--- src/rtl/hazard_pkg.sv ---
// Shared definitions for the load-use hazard controller: FSM encoding, load opcode,
// register-address widths and the writing-load decode.
package hazard_pkg;

  localparam int OP_W     = 4;
  localparam int DST_W    = 5;
  localparam int REG_AW   = 3;
  localparam int NUM_REGS = 1 << REG_AW;
  localparam int CNT_W    = 3;
  localparam int HOLD_W   = 8;

  localparam logic [OP_W-1:0] LOAD_OP = 4'b1110;

  typedef enum logic [1:0] {
    ST_RUN   = 2'd0,
    ST_HOLD  = 2'd1,
    ST_FLUSH = 2'd2
  } state_e;

  // A load only occupies the scoreboard when it targets the writable register space.
  function automatic logic is_writing_load(input logic [OP_W-1:0] op,
                                           input logic [DST_W-1:0] dst);
    return (op == LOAD_OP) && (dst[4] | dst[3]);
  endfunction

endpackage

--- src/rtl/hazard_src_match.sv ---
// Per-source RAW hit detection of decode operands against the pending-load mask.
module src_match
  import hazard_pkg::*;
(
  input  logic [NUM_REGS-1:0] pend_mask_i,
  input  logic [REG_AW-1:0]   src1_i,
  input  logic [REG_AW-1:0]   src2_i,
  input  logic [1:0]          src_en_i,
  output logic [1:0]          hit_o
);

  assign hit_o[0] = src_en_i[0] & pend_mask_i[src1_i];
  assign hit_o[1] = src_en_i[1] & pend_mask_i[src2_i];

endmodule

--- src/rtl/hazard_ctrl.sv ---
// Load scoreboard and decode stall controller with RUN/HOLD/FLUSH timeout recovery.
// Optional build macro HAZARD_PERF_EN adds a saturating 16-bit stall_count output.
module hazard_ctrl
  import hazard_pkg::*;
#(
  parameter int MAX_PEND = 2,
  parameter int TIMEOUT  = 15
) (
  input  logic                clock,
  input  logic                reset,
  input  logic                id_valid,
  input  logic [OP_W-1:0]     id_op,
  input  logic [DST_W-1:0]    id_dst,
  input  logic [REG_AW-1:0]   id_src1,
  input  logic [REG_AW-1:0]   id_src2,
  input  logic [1:0]          id_src_en,
  input  logic                wb_valid,
  input  logic [REG_AW-1:0]   wb_dst,
  output logic                stall,
  output logic                issue,
  output logic [NUM_REGS-1:0] pend_mask,
  output logic [CNT_W-1:0]    pend_cnt,
  output logic                err
`ifdef HAZARD_PERF_EN
  ,
  output logic [15:0]         stall_count
`endif
);

  state_e              state_q, state_d;
  logic [HOLD_W-1:0]   hold_q, hold_d;
  logic [NUM_REGS-1:0] mask_q, mask_d;
  logic [CNT_W-1:0]    cnt_q, cnt_d;
  logic                err_q, err_d;

  logic [1:0]        src_hit;
  logic              wr_load, waw, full, hazard, active;
  logic              set_en, clr_en, same, inc, dec;
  logic [REG_AW-1:0] set_idx;

  src_match u_src_match (
    .pend_mask_i (mask_q),
    .src1_i      (id_src1),
    .src2_i      (id_src2),
    .src_en_i    (id_src_en),
    .hit_o       (src_hit)
  );

  // Hazards look only at the registered mask, so a writeback releases the stall a cycle later.
  assign wr_load = is_writing_load(id_op, id_dst);
  assign waw     = wr_load & mask_q[id_dst[REG_AW-1:0]];
  assign full    = wr_load & (cnt_q == CNT_W'(MAX_PEND));
  assign hazard  = (|src_hit) | waw | full;
  assign active  = ~reset & id_valid & (state_q != ST_FLUSH);
  assign stall   = active & hazard;
  assign issue   = active & ~hazard;

  assign set_en  = issue & wr_load;
  assign set_idx = id_dst[REG_AW-1:0];
  assign clr_en  = wb_valid & mask_q[wb_dst];
  // Coincident set and writeback to one register: the bit stays set and the count is left alone.
  assign same    = set_en & wb_valid & (wb_dst == set_idx);
  assign inc     = set_en & ~same;
  assign dec     = clr_en & ~same & (cnt_q != '0);

  always_comb begin
    state_d = state_q;
    hold_d  = hold_q;
    err_d   = err_q;
    unique case (state_q)
      ST_RUN: begin
        hold_d = '0;
        if (stall) state_d = ST_HOLD;
      end
      ST_HOLD: begin
        if (!stall) begin
          state_d = ST_RUN;
          hold_d  = '0;
        end else if (hold_q == HOLD_W'(TIMEOUT - 1)) begin
          state_d = ST_FLUSH;
          hold_d  = HOLD_W'(TIMEOUT);
        end else begin
          hold_d = hold_q + 1'b1;
        end
      end
      ST_FLUSH: begin
        state_d = ST_RUN;
        hold_d  = '0;
        err_d   = 1'b1;
      end
      default: begin
        state_d = ST_RUN;
        hold_d  = '0;
      end
    endcase
  end

  always_comb begin
    mask_d = mask_q;
    cnt_d  = cnt_q;
    if (state_q == ST_FLUSH) begin
      mask_d = '0;
      cnt_d  = '0;
    end else begin
      if (clr_en && !same) mask_d[wb_dst] = 1'b0;
      if (set_en)          mask_d[set_idx] = 1'b1;
      cnt_d = cnt_q + CNT_W'(inc) - CNT_W'(dec);
    end
  end

  always_ff @(posedge clock or posedge reset) begin
    if (reset) begin
      state_q <= ST_RUN;
      hold_q  <= '0;
      mask_q  <= '0;
      cnt_q   <= '0;
      err_q   <= 1'b0;
    end else begin
      state_q <= state_d;
      hold_q  <= hold_d;
      mask_q  <= mask_d;
      cnt_q   <= cnt_d;
      err_q   <= err_d;
    end
  end

  assign pend_mask = mask_q;
  assign pend_cnt  = cnt_q;
  assign err       = err_q;

`ifdef HAZARD_PERF_EN
  logic [15:0] stall_count_q;

  always_ff @(posedge clock or posedge reset) begin
    if (reset)                                  stall_count_q <= '0;
    else if (stall && stall_count_q != 16'hFFFF) stall_count_q <= stall_count_q + 16'd1;
  end

  assign stall_count = stall_count_q;
`else
  // Stall counter is not built in this configuration.
`endif

endmodule
--- config.mk ---
export PLATFORM = sky130hd
export DESIGN_NAME = hazard_ctrl
export DESIGN_NICKNAME = d
export VERILOG_FILES = /design/src/rtl/hazard_pkg.sv /design/src/rtl/hazard_src_match.sv /design/src/rtl/hazard_ctrl.sv
export SDC_FILE = /design/constraint.sdc
export NUM_CORES = 1
export LEC_CHECK = 0
export ABC_AREA = 1
export BUFFER_PORTS_ARGS = -buffer_cell sky130_fd_sc_hd__buf_2
export CORE_ASPECT_RATIO = 1.2
export CORE_MARGIN = 2
export CORE_UTILIZATION = 54
export CTS_CLUSTER_SIZE = 24
export DETAILED_ROUTE_END_ITERATION = 8
export PLACE_DENSITY = 0.82
export SYNTH_ARGS = -nofsm -noshare
export SYNTH_HDL_FRONTEND = slang
export SYNTH_SLANG_ARGS = --single-unit
--- constraint.sdc ---
create_clock -name clock -period 2.7 [get_ports clock]
set_clock_uncertainty 0.1 [all_clocks]
set_input_delay 0.135 -clock clock [delete_from_list [all_inputs] [get_ports clock]]
set_output_delay 0.135 -clock clock [all_outputs]
set_load 0.03 [all_outputs]
==> flow_metrics.tcl <==
set metrics [dict create \
    nets 306 \
    grt_pass1_wl_um 7307 \
    fin_setup_tns_ns 0 \
    place.gp.congestion 0.9779 \
    tightest_slew_ns 0.4708 \
    drc_errors 0 \
    syn2layout_area_growth_pct 18.13 \
    top_layer "met4" \
    ys_types 33 \
    cts_sinks 22 \
    core_sq_um 3055 \
    min_period_over_period_pct 94.00 \
    async_flop_share_pct 100.0 \
    worst-setup-path-type "reg2reg" \
    dr.pass1.iters 4 \
    hpwlAfterDp_um 3233 \
    io_pins 38 \
    ys.flop_type "dfrtp_1" \
    cp_common_cell "nand3_1" \
    wirelength_met1_um 1753 \
    seq_area_frac_synth_pct 32.16 \
    synth.most_common_cell "nand2_1" \
    power_density_nw_per_um2 488.1 \
    drive_gt1_share_pct 32.61 \
    maxSlewViolCount 0 \
    design.die.area_sq_um 3638 \
    crit_path_start_kind "flip-flop" \
    finalSetupViolations 0 \
    hold_path_depth 4 \
    max_stage_delay_ns 0.44 \
    outcome "complete, no violations" \
    yosysWarnings 0 \
    syn_nets 266 \
    leakagePower_nw 0.9917 \
    antenna_found_initial 0 \
    worst_ir_drop_vdd_mv 0.5643 \
    required_ns 2.83 \
    clk_latency_ns 0.32 \
    wl_met3_um 249 \
    cts_buffer_depth 2 \
    yosys_register_bits 22 \
    vias 1738 \
    r2r-end "pend_cnt[2]" \
    wl_um 4177 \
    drtIter0Drc 98 \
    whs_ns 0.08704 \
    max_freq_mhz 394.0 \
    ant_nets 0 \
    dieHeight_um 65.68 \
    synthCells 237 \
    viasPerCell 5.571 \
    relSlewSlack_pct 68.35 \
    grt_usage_pct 25.34 \
    tritoncts "built" \
    r2r_cells 15 \
    synthTopCellsByCount "nand2_1, inv_1, nand3_1" \
    numPortBuffers 37 \
    r2r_setup_slack_ns 0.16 \
    synth_edf_count 0 \
    fillCellCount 280 \
    cts-root-buf "clkbuf_4" \
    arrival_ns 2.66 \
    cts_buffers 3 \
    clk_pin_slew_ns 0.13 \
    htreeDepth 1 \
    syn_area_per_cell_sq_um 7.222 \
    hold_viol_final 0 \
    cts_setup_buffers 0 \
    hold_path_class "in2reg" \
    grt_pass1_vias 1667 \
    finalCriticalPeriod_ns 2.538 \
    r2r-start "pend_mask[7]" \
    dr_wl_met2_um 2055 \
    netlist.area_leader.share_pct 32.16 \
    grt_max_degree 23 \
    hold_end "pend_mask[1]" \
    synthTopCellsByArea "dfrtp_1, nand2_1, nand3_1" \
    die_w_um 55.40 \
    n_antenna_cell 0 \
    overflow 0 \
    worstPathMaxFanout 4 \
    min-delay-start "wb_valid" \
    crit_slowest_cell "dfrtp_2" \
    netlist_area_sq_um 1712 \
    wire_per_inst_um 13.39 \
    instances_no_fill 312 \
    crit_path_end_kind "flip-flop" \
    synth_top_area_cell "dfrtp_1" \
    dpl.cell_count 307 \
    cap_violations 0 \
    start_util_pct 56.02 \
    cp_cell_sequence "inv_2 > nand2_1 > nand3_1 > nand3_1 > nand3_1 > nand2_4 > nor3_4 > nand3_1 > ha_1 > inv_1 > ha_1 > inv_1 > fa_1 > xor2_1 > nor2_1" \
    p_total_mw 0.9869 \
    rows 22 \
]
-- sequential cells by signal, summed over array words and instances (netlist names) --
register / flops
hold_q: 8
pend_cnt: 3
err: 1
pend_mask: 8
state_q: 2
-- routing by layer --
metal	up-vias	GRT usage (%)
li1	862	-
met1	793	31.21
met2	69	43.90
met3	14	2.953
met4	0	12.50
met5	-	0
-- critical path, delay by kind of cell (launching register included) --
kind                       cells  cell delay [ns]
DFF                            1             0.44
buffers and inverters          3             0.23
and+or+nand+nor                8             0.71
xor gates and xnor gates       1             0.18
adders and majority gates      3             0.78
-- power by group --
group | switching [mW] | leakage, nW | internal, mW
clock network | 0.108 | 0.0279 | 0.150
logic | 0.216 | 0.680 | 0.109
registers | 0.0363 | 0.283 | 0.366
-- cell type report --
cell class | instances | area (sq um) | share of cell area, %
Multi-Input combinational cell | 167 | 973.4 | 48.14
Sequential cell | 22 | 564.3 | 27.91
Timing Repair Buffer | 41 | 217.7 | 10.77
Inverter | 42 | 168.9 | 8.354
Tap cell | 36 | 45.04 | 2.228
Clock inverter | 1 | 30.03 | 1.485
Clock buffer | 3 | 22.52 | 1.114
-- worst max path at each step --
stage,cells past startpoint,slack [ns],start,endpoint
detailed placement,15,0.11,pend_mask[4],pend_cnt[2]
floorplan,15,0.007,pend_mask[4],pend_cnt[2]
CTS,15,0.08,pend_mask[4],pend_cnt[2]
global placement,15,0.20,pend_mask[4],pend_cnt[2]
finish,15,0.16,pend_mask[7],pend_cnt[2]
global route,15,-0.006,pend_mask[7],pend_cnt[2]
-- metrics by stage --
stage	worst slack (ns)	utilization, %	instance area, sq um
after CTS	0.07897	65.85	2012
after global placement	0.2038	63.80	1949
after global routing	-0.006467	66.18	2022
after detailed placement	0.1080	63.80	1949
after floorplan	0.006802	-	1743
final	0.1620	66.18	2022
-- cell usage in the layout (no fill, tap or decap), types with 7 or more instances in the layout --
cell,Yosys,final
nand2_1,39,38
buf_2,1,37
inv_1,33,29
nand3_1,28,27
nor2_1,18,18
nand4_1,16,16
nor3_1,13,12
dfrtp_1,22,11
dfrtp_2,0,11
inv_2,6,9
a21oi_1,8,8
nor2_2,7,7
o21ai_0,7,7
-- timing repair --
item                                   in CTS  in global routing
setup endpoints to repair                   0                  1
resized for setup                           0                  4
hold buffers                                1                  0
endpoints found under the hold margin      22                  0
-- logic make-up after synthesis --
kind of cell | count (synthesis) | share of synthesized area (%)
flops | 22 | 32.16
xor+xnor | 6 | 3.070
buf+inv | 48 | 12.35
simple gates | 131 | 38.45
fa+ha+maj | 5 | 4.094
compound gates | 25 | 9.869
Note: power is estimated with default switching activity, not from simulation.
